===== config.mk =====
export PLATFORM = sky130hd
export DESIGN_NAME = btn_event_reader_flat
export DESIGN_NICKNAME = d
export VERILOG_FILES = /design/src/rtl/btn_event_reader_if.sv /design/src/rtl/btn_event_reader.sv /design/src/flat_wrapper.sv
export SDC_FILE = /design/constraint.sdc
export NUM_CORES = 1
export LEC_CHECK = 0
export BUFFER_PORTS_ARGS = -buffer_cell sky130_fd_sc_hd__buf_4
export CAP_MARGIN = 20
export CORE_ASPECT_RATIO = 0.6
export CORE_UTILIZATION = 45
export CTS_CLUSTER_DIAMETER = 150
export DETAILED_ROUTE_END_ITERATION = 10
export HOLD_SLACK_MARGIN = 0.06
export SYNTH_ARGS = -nofsm -noshare
export SYNTH_HDL_FRONTEND = slang
export SYNTH_SLANG_ARGS = --single-unit

===== constraint.sdc =====
create_clock -name clk -period 17.92 [get_ports clk]
set_input_delay 3.584 -clock clk [delete_from_list [all_inputs] [get_ports clk]]
set_output_delay 3.584 -clock clk [all_outputs]
set_load 0.05 [all_outputs]

===== src/rtl/btn_event_reader_if.sv =====
// Event handshake between btn_event_reader (master) and its consumer (slave).
interface btn_event_reader_if;
    logic       evt_valid;
    logic       evt_ready;
    logic [2:0] evt_idx;
    logic       evt_long;

    modport master (output evt_valid, output evt_idx, output evt_long, input evt_ready);
    modport slave  (input evt_valid, input evt_idx, input evt_long, output evt_ready);
endinterface


===== src/rtl/btn_event_reader.sv =====
// Five-button synchronizer/debouncer with a press-event queue on a valid/ready port.
// Define BTN_LONGPRESS_EN to add per-button long-press events (evt_long=1).
module btn_event_reader #(
    parameter logic [31:0] DEBOUNCE_CNT = 32'd500_000,
    parameter logic [31:0] LONG_CNT     = 32'd50_000_000
) (
    input  logic                      clk,
    input  logic                      rst,
    input  logic [4:0]                btn,
    output logic [4:0]                btn_state,
    output logic                      overflow,
    btn_event_reader_if.master        evt
);

    logic [4:0]  sync1_q, sync2_q, state_q;
    logic [31:0] cnt_q [5];
    logic [4:0]  pending_q, pending_d, rise, clr;
    logic [4:0]  lpend_q, lfire, lclr;
    logic        valid_q, valid_d, long_q, long_d, ovf_q, ovf_d, free;
    logic [2:0]  idx_q, idx_d;

    function automatic logic [2:0] lowest(input logic [4:0] v);
        lowest = 3'd0;
        for (int unsigned i = 5; i > 0; i--)
            if (v[i-1]) lowest = 3'(i - 1);
    endfunction

    always_ff @(posedge clk or posedge rst) begin
        if (rst) begin
            sync1_q <= '0;
            sync2_q <= '0;
            state_q <= '0;
            for (int unsigned i = 0; i < 5; i++) cnt_q[i] <= '0;
        end else begin
            sync1_q <= btn;
            sync2_q <= sync1_q;
            for (int unsigned i = 0; i < 5; i++) begin
                if (sync2_q[i] == state_q[i]) begin
                    cnt_q[i] <= '0;
                end else if (cnt_q[i] == DEBOUNCE_CNT - 32'd1) begin
                    state_q[i] <= sync2_q[i];
                    cnt_q[i]   <= '0;
                end else begin
                    cnt_q[i] <= cnt_q[i] + 32'd1;
                end
            end
        end
    end

    // Rising debounced edge, asserted on the same edge that updates state_q.
    always_comb begin
        rise = '0;
        for (int unsigned i = 0; i < 5; i++)
            rise[i] = sync2_q[i] & ~state_q[i] & (cnt_q[i] == DEBOUNCE_CNT - 32'd1);
    end

`ifdef BTN_LONGPRESS_EN
    logic [31:0] hold_q [5];
    logic [4:0]  lpend_d;

    // Hold counter saturates at LONG_CNT so each press fires at most once.
    always_comb begin
        lfire = '0;
        for (int unsigned i = 0; i < 5; i++)
            lfire[i] = state_q[i] & (hold_q[i] == LONG_CNT - 32'd1);
        lpend_d = (lpend_q & ~lclr) | lfire;
    end

    always_ff @(posedge clk or posedge rst) begin
        if (rst) begin
            lpend_q <= '0;
            for (int unsigned i = 0; i < 5; i++) hold_q[i] <= '0;
        end else begin
            lpend_q <= lpend_d;
            for (int unsigned i = 0; i < 5; i++) begin
                if (!state_q[i])              hold_q[i] <= '0;
                else if (hold_q[i] != LONG_CNT) hold_q[i] <= hold_q[i] + 32'd1;
            end
        end
    end
`else
    assign lpend_q = '0;
    assign lfire   = '0;
`endif

    always_comb begin
        free    = ~valid_q | evt.evt_ready;
        valid_d = valid_q;
        idx_d   = idx_q;
        long_d  = long_q;
        clr     = '0;
        lclr    = '0;
        if (free) begin
            valid_d = 1'b0;
            if (|pending_q) begin
                valid_d = 1'b1;
                idx_d   = lowest(pending_q);
                long_d  = 1'b0;
                clr     = 5'd1 << idx_d;
            end else if (|lpend_q) begin
                valid_d = 1'b1;
                idx_d   = lowest(lpend_q);
                long_d  = 1'b1;
                lclr    = 5'd1 << idx_d;
            end
        end
        // A new press overrides a same-cycle clear; a press on a still-queued button is lost.
        pending_d = (pending_q & ~clr) | rise;
        ovf_d     = ovf_q | (|(rise & pending_q & ~clr)) | (|(lfire & lpend_q & ~lclr));
    end

    always_ff @(posedge clk or posedge rst) begin
        if (rst) begin
            pending_q <= '0;
            valid_q   <= 1'b0;
            idx_q     <= '0;
            long_q    <= 1'b0;
            ovf_q     <= 1'b0;
        end else begin
            pending_q <= pending_d;
            valid_q   <= valid_d;
            idx_q     <= idx_d;
            long_q    <= long_d;
            ovf_q     <= ovf_d;
        end
    end

    assign btn_state     = state_q;
    assign overflow      = ovf_q;
    assign evt.evt_valid = valid_q;
    assign evt.evt_idx   = idx_q;
    assign evt.evt_long  = long_q;

endmodule


===== src/flat_wrapper.sv =====
// flat-port wrapper written by rule: the top's interface ports become plain ports
module btn_event_reader_flat 
#(
    parameter logic [31:0] DEBOUNCE_CNT = 32'd500_000,
    parameter logic [31:0] LONG_CNT     = 32'd50_000_000
)
  (clk, rst, btn, btn_state, overflow, evt_evt_valid, evt_evt_idx, evt_evt_long, evt_evt_ready);
  btn_event_reader_if evt_i ();
  input  logic clk;
  input  logic rst;
  input  logic [4:0] btn;
  output logic [4:0] btn_state;
  output logic overflow;
  output wire logic [$bits(evt_i.evt_valid)-1:0] evt_evt_valid;
  output wire logic [$bits(evt_i.evt_idx)-1:0] evt_evt_idx;
  output wire logic [$bits(evt_i.evt_long)-1:0] evt_evt_long;
  input wire logic [$bits(evt_i.evt_ready)-1:0] evt_evt_ready;
  assign evt_evt_valid = evt_i.evt_valid;
  assign evt_evt_idx = evt_i.evt_idx;
  assign evt_evt_long = evt_i.evt_long;
  assign evt_i.evt_ready = evt_evt_ready;
  btn_event_reader #(.DEBOUNCE_CNT(DEBOUNCE_CNT), .LONG_CNT(LONG_CNT)) u_core (.clk(clk), .rst(rst), .btn(btn), .btn_state(btn_state), .overflow(overflow), .evt(evt_i));
endmodule

==> Yosys cells after proc, flatten, opt, wreduce, memory -nomap -nowiden <==
Cells that the tools add are included.
{ "totals": {"out_inout_bits": 11, "regBits": 185} }
{ "op_classes": {"n_reduce_logical": 8, "eq_ne": 10, "bitwise_logic": 28, "addsub": 5, "muxes": 20, "n_shift": 1} }
{ "op_table": {"columns": ["op", "n"], "rows": [
  ["32-bit two-way mux", 10],
  ["32-bit by 1-bit adder with 32-bit output (second input constant)", 5],
  ["32-bit by 19-bit == test with 1-bit output (second input constant)", 5],
  ["3-bit two-way mux", 7],
  ["5-bit bitwise AND", 3],
  ["2-bit AND reduction", 6],
  ["1-bit inverter", 11],
  ["1-bit bitwise AND", 10],
  ["5-bit two-way mux", 2],
  ["5-bit OR reduction", 2],
  ["1-bit == test", 5],
  ["5-bit inverter", 1],
  ["5-bit bitwise OR", 1],
  ["1-bit by 3-bit left shift with 5-bit output (first input constant)", 1],
  ["1-bit bitwise OR", 2],
  ["1-bit two-way mux", 1]
]} }

==> Depth between registers and ports, before layout <==
{ "depth": {"word_depth": 14, "ltp_mapped": 8} }

==> Worst setup path after synthesis <==
Ideal clock, no wire load.
{ "synth_path": {"path_type": "input to register", "startpoint": "input evt_evt_ready", "endpoint": "register u_core.ovf_q (netlist: u_core.overflow)", "t_arrival_ns": 4.357, "stages": 5, "path_slack_ns": 13.431, "setup_time_ns": 0.132, "cell_sequence": "nor2b_1 > clkbuf_1 > and3_1 > a222oi_1 > nand3_1"} }
{ "synth_between": {"elab_chain_len": 6} }
{ "synth_lines": {"columns": ["item", "line_no", "rtl"], "rows": [
  ["start, declared", "flat_wrapper.sv:17", "input wire logic [$bits(evt_i.evt_ready)-1:0] evt_evt_ready;"],
  ["1-bit bitwise OR", "btn_event_reader.sv:87", "free = ~valid_q | evt.evt_ready;"],
  ["5-bit two-way mux", "btn_event_reader.sv:93", "if (free) begin"],
  ["5-bit inverter", "btn_event_reader.sv:109", "ovf_d = ovf_q | (|(rise & pending_q & ~clr)) | (|(lfire & lpend_q & ~lclr));"],
  ["5-bit bitwise AND", "btn_event_reader.sv:109", null],
  ["5-bit OR reduction", "btn_event_reader.sv:109", null],
  ["1-bit bitwise OR", "btn_event_reader.sv:109", null],
  ["net u_core.ovf_d", "btn_event_reader.sv:19", "logic valid_q, valid_d, long_q, long_d, ovf_q, ovf_d, free;"],
  ["end signal, assigned", "btn_event_reader.sv:124", "ovf_q <= ovf_d;"],
  ["end, declared", "btn_event_reader.sv:19", null]
]} }
The timed path passes the listed nets, and every way through them passes these cells.
A chain may end at the register's enable or synchronous reset.

==> metrics.txt <==
status=complete, no violations; Tmin final=4.70 ns; Netlist cell types=50; antenna cells=0; Required @ worst endpoint=18.36 ns; vias=6655; Routed Antenna Nets=0; Worst path slowest cell=buf_4; setup TNS=0 ns; Final Max Slew Viols=0; critical path's largest stage delay=~0.81 ns; PostCTS Resize Cnt=0; slack of the critical path=~13 ns; Int Pwr=between 0.6 and 0.7 mW; # H-tree levels=4; DR vias/cell=~5.4; GR Util All Layers=roughly a fifth; clock slew at reported path FFs=approximately 0.070 ns; most frequent cells after synthesis=nor2_1 (189), dfrtp_1 (185), xor2_1 (75); DR pass1 iterations=5; HPWL after detailed placement=between 10 and 15 mm; Post-Syn Area=between 0.009 and 0.01 sq mm; Startpoint Class=primary input; Setup violations, final=0; die span in x=approximately 190 um; Fin. Hold Viols=0; full die area=about 0.021 sq mm; number of flops mapped to enable cells by yosys=0; wire per inst=roughly 15 um; Worst Max-Slew Pin Slew=0.908 ns; CTS Buffer Depth=2; Syn Inst Count=945; total CTS buffers=17; # hold bufs at CTS=0; Seq/Total Area, Yosys=between 50% and 60%; Cell Pwr Density=79.7 mW/mm^2; top-area cell type share of the netlist area=between 50% and 60%; hold_ws=roughly 0.35 ns; synth top area cells=dfrtp_1 (50%), nor2_1 (7.7%), xor2_1 (7.1%); Die Span Y=113 um; Filler Cells Inserted=between 1500 and 2000; Async SR Flop Fraction=100%; clock net sink count=185; crit-path cells=buf_4 -> inv_8 -> buf_4; initial drt markers=499; sw frac=a little under a quarter; crit path max fanout=114; flops & latches, synth=around 190; Starting Density=46.0%; clk_lat worst skew=between 0.4 and 0.5 ns; syn_area_per_cell=about 9.7 sq um; switching pwr=roughly 0.19 mW; largest net degree at the start of global routing=115; Layout Nets=~1000; Flop pwr share=52.7%; crit share post-route=26.2%; max_cap viols=0; Setup Buffers After CTS=0; Synth area leader=dfrtp_1; Syn Nets=963; share of layout cells above drive strength 1=under 10%; leak pwr=between 4 and 5 nW; total congestion overflow=0; RSZ-0062 raised after global routing=no; Setup Skew=between 0.01 and 0.015 ns; GP Congestion=a little over 0.8; Layout area overhead=10.1%; CP endpoint kind=async pin; post-placement worst setup slack=between 10 and 15 ns; Highest Clock Rate=roughly 210 MHz; clock share of power=43.8%; VDD IR max=0.0690 mV; most numerous cell in the Yosys netlist=nor2_1; Max-slew headroom=about two fifths; # rows=40; initial antenna violation count=0; vias in the first global route=6008; synth warn=0; first-pass GRT wire length=roughly 32 mm; crit path DAT=5.14 ns; Logic pwr share=under 10%; cell mode on critical path=buf_4; WL final=roughly 19 mm; core area=roughly 0.020 sq mm; critical setup path kind=primary input to async pin; CTS root buf=clkbuf_16; Min-Delay Path Class=flop to flop; DRC viols=0; Synth Flop Type=dfrtp_1; Ports=19; number of port buffers=17; CTS tree=built
per-stage QoR:
step	std cells	utilization (%)	total power, mW	area (sq um)
4_1_cts	1238	50.5	0.819	10100
2_1_floorplan	945	-	0.454	9200
5_1_grt	1240	50.6	0.841	10100
3_3_place_gp	1206	47.7	0.462	9540
3_5_place_dp	1207	47.7	0.462	9550
6_report	1240	50.6	0.808	10100
final cells by class:
cell class	count	area, sq um	share of cell area, %
clock buffers	19	453	4.47
flip-flops and latches	185	4630	45.7
inverters	23	93.8	0.926
repair buffers	22	190	1.88
well taps	273	342	3.37
multi-input cells	706	4330	42.7
clock inverters	12	93.8	0.926
power by group through the flow:
stage | Clock [mW] | Combinational, mW | Sequential (mW)
global placement | 0 | 0.0280 | 0.434
detailed placement | 0 | 0.0283 | 0.434
CTS | 0.365 | 0.0283 | 0.426
finish | 0.354 | 0.0280 | 0.426
floorplan | 0 | 0.0188 | 0.435
global route | 0.382 | 0.0325 | 0.426
worst paths after layout:
kind / from / end / slack, ns / cells past startpoint
min in group asynchronous: rst / u_core.cnt_q[121] / 3.31 / 2
max reg2reg: u_core.cnt_q[32] / u_core.cnt_q[34] / 15.20 / 7
min reg2reg: u_core.sync1_q[3] / u_core.sync2_q[3] / 0.35 / 0
max in group clk: u_core.evt.evt_idx[0] / evt_evt_idx[0] / 13.30 / 1
min: u_core.sync1_q[3] / u_core.sync2_q[3] / 0.35 / 0
max: rst / u_core.cnt_q[139] / 13.22 / 3
sequential cells by signal, summed over array words and instances (netlist names):
register and count:
u_core.cnt_q 160, u_core.btn_state 5, u_core.pending_q 5, u_core.sync1_q 5, u_core.sync2_q 5, u_core.evt.evt_idx 3
u_core.evt.evt_valid 1, u_core.overflow 1
worst max-delay path: cells and delay by family:
| kind | cells | cell delay (ns) |
|---|---|---|
| buffers and inverters | 3 | 1.48 |
routing by layer:
layer | up-vias | GRT usage [%] | wire length [um]
li1 | 3300 | - | -
met1 | 3218 | 31.5 | 10500
met2 | 119 | 23.3 | 7010
met3 | 18 | 4.68 | 908
met4 | 0 | 5.79 | 259
met5 | - | 0 | 0
cells by family after synthesis:
group	synth area share [%]
XOR/XNOR	13.5
flip-flops	50.3
buffers and inverters	2.61
AO/OA/AOI/OAI	2.14
multiplexers	0.612
AND/OR/NAND/NOR	29.4
other	0.0408
adder cells (fa/ha/maj)	1.36
cells in the final DEF (no fill, tap or decap), types with 9 or more instances in the layout:
master,Yosys,layout
nor4_2,9,9
buf_4,4,19
nand3_1,61,61
nand4_1,54,54
nor4_1,36,36
nand2_1,63,63
xnor2_1,67,67
xor2_1,75,75
nor2_1,189,189
a21oi_1,11,11
nor3_1,19,19
inv_1,22,21
clkbuf_16,0,17
o21ai_0,11,11
and4_1,18,18
ha_1,10,10
and3_1,15,15
dfrtp_1,185,185
Note: power is estimated with default switching activity, not from simulation.
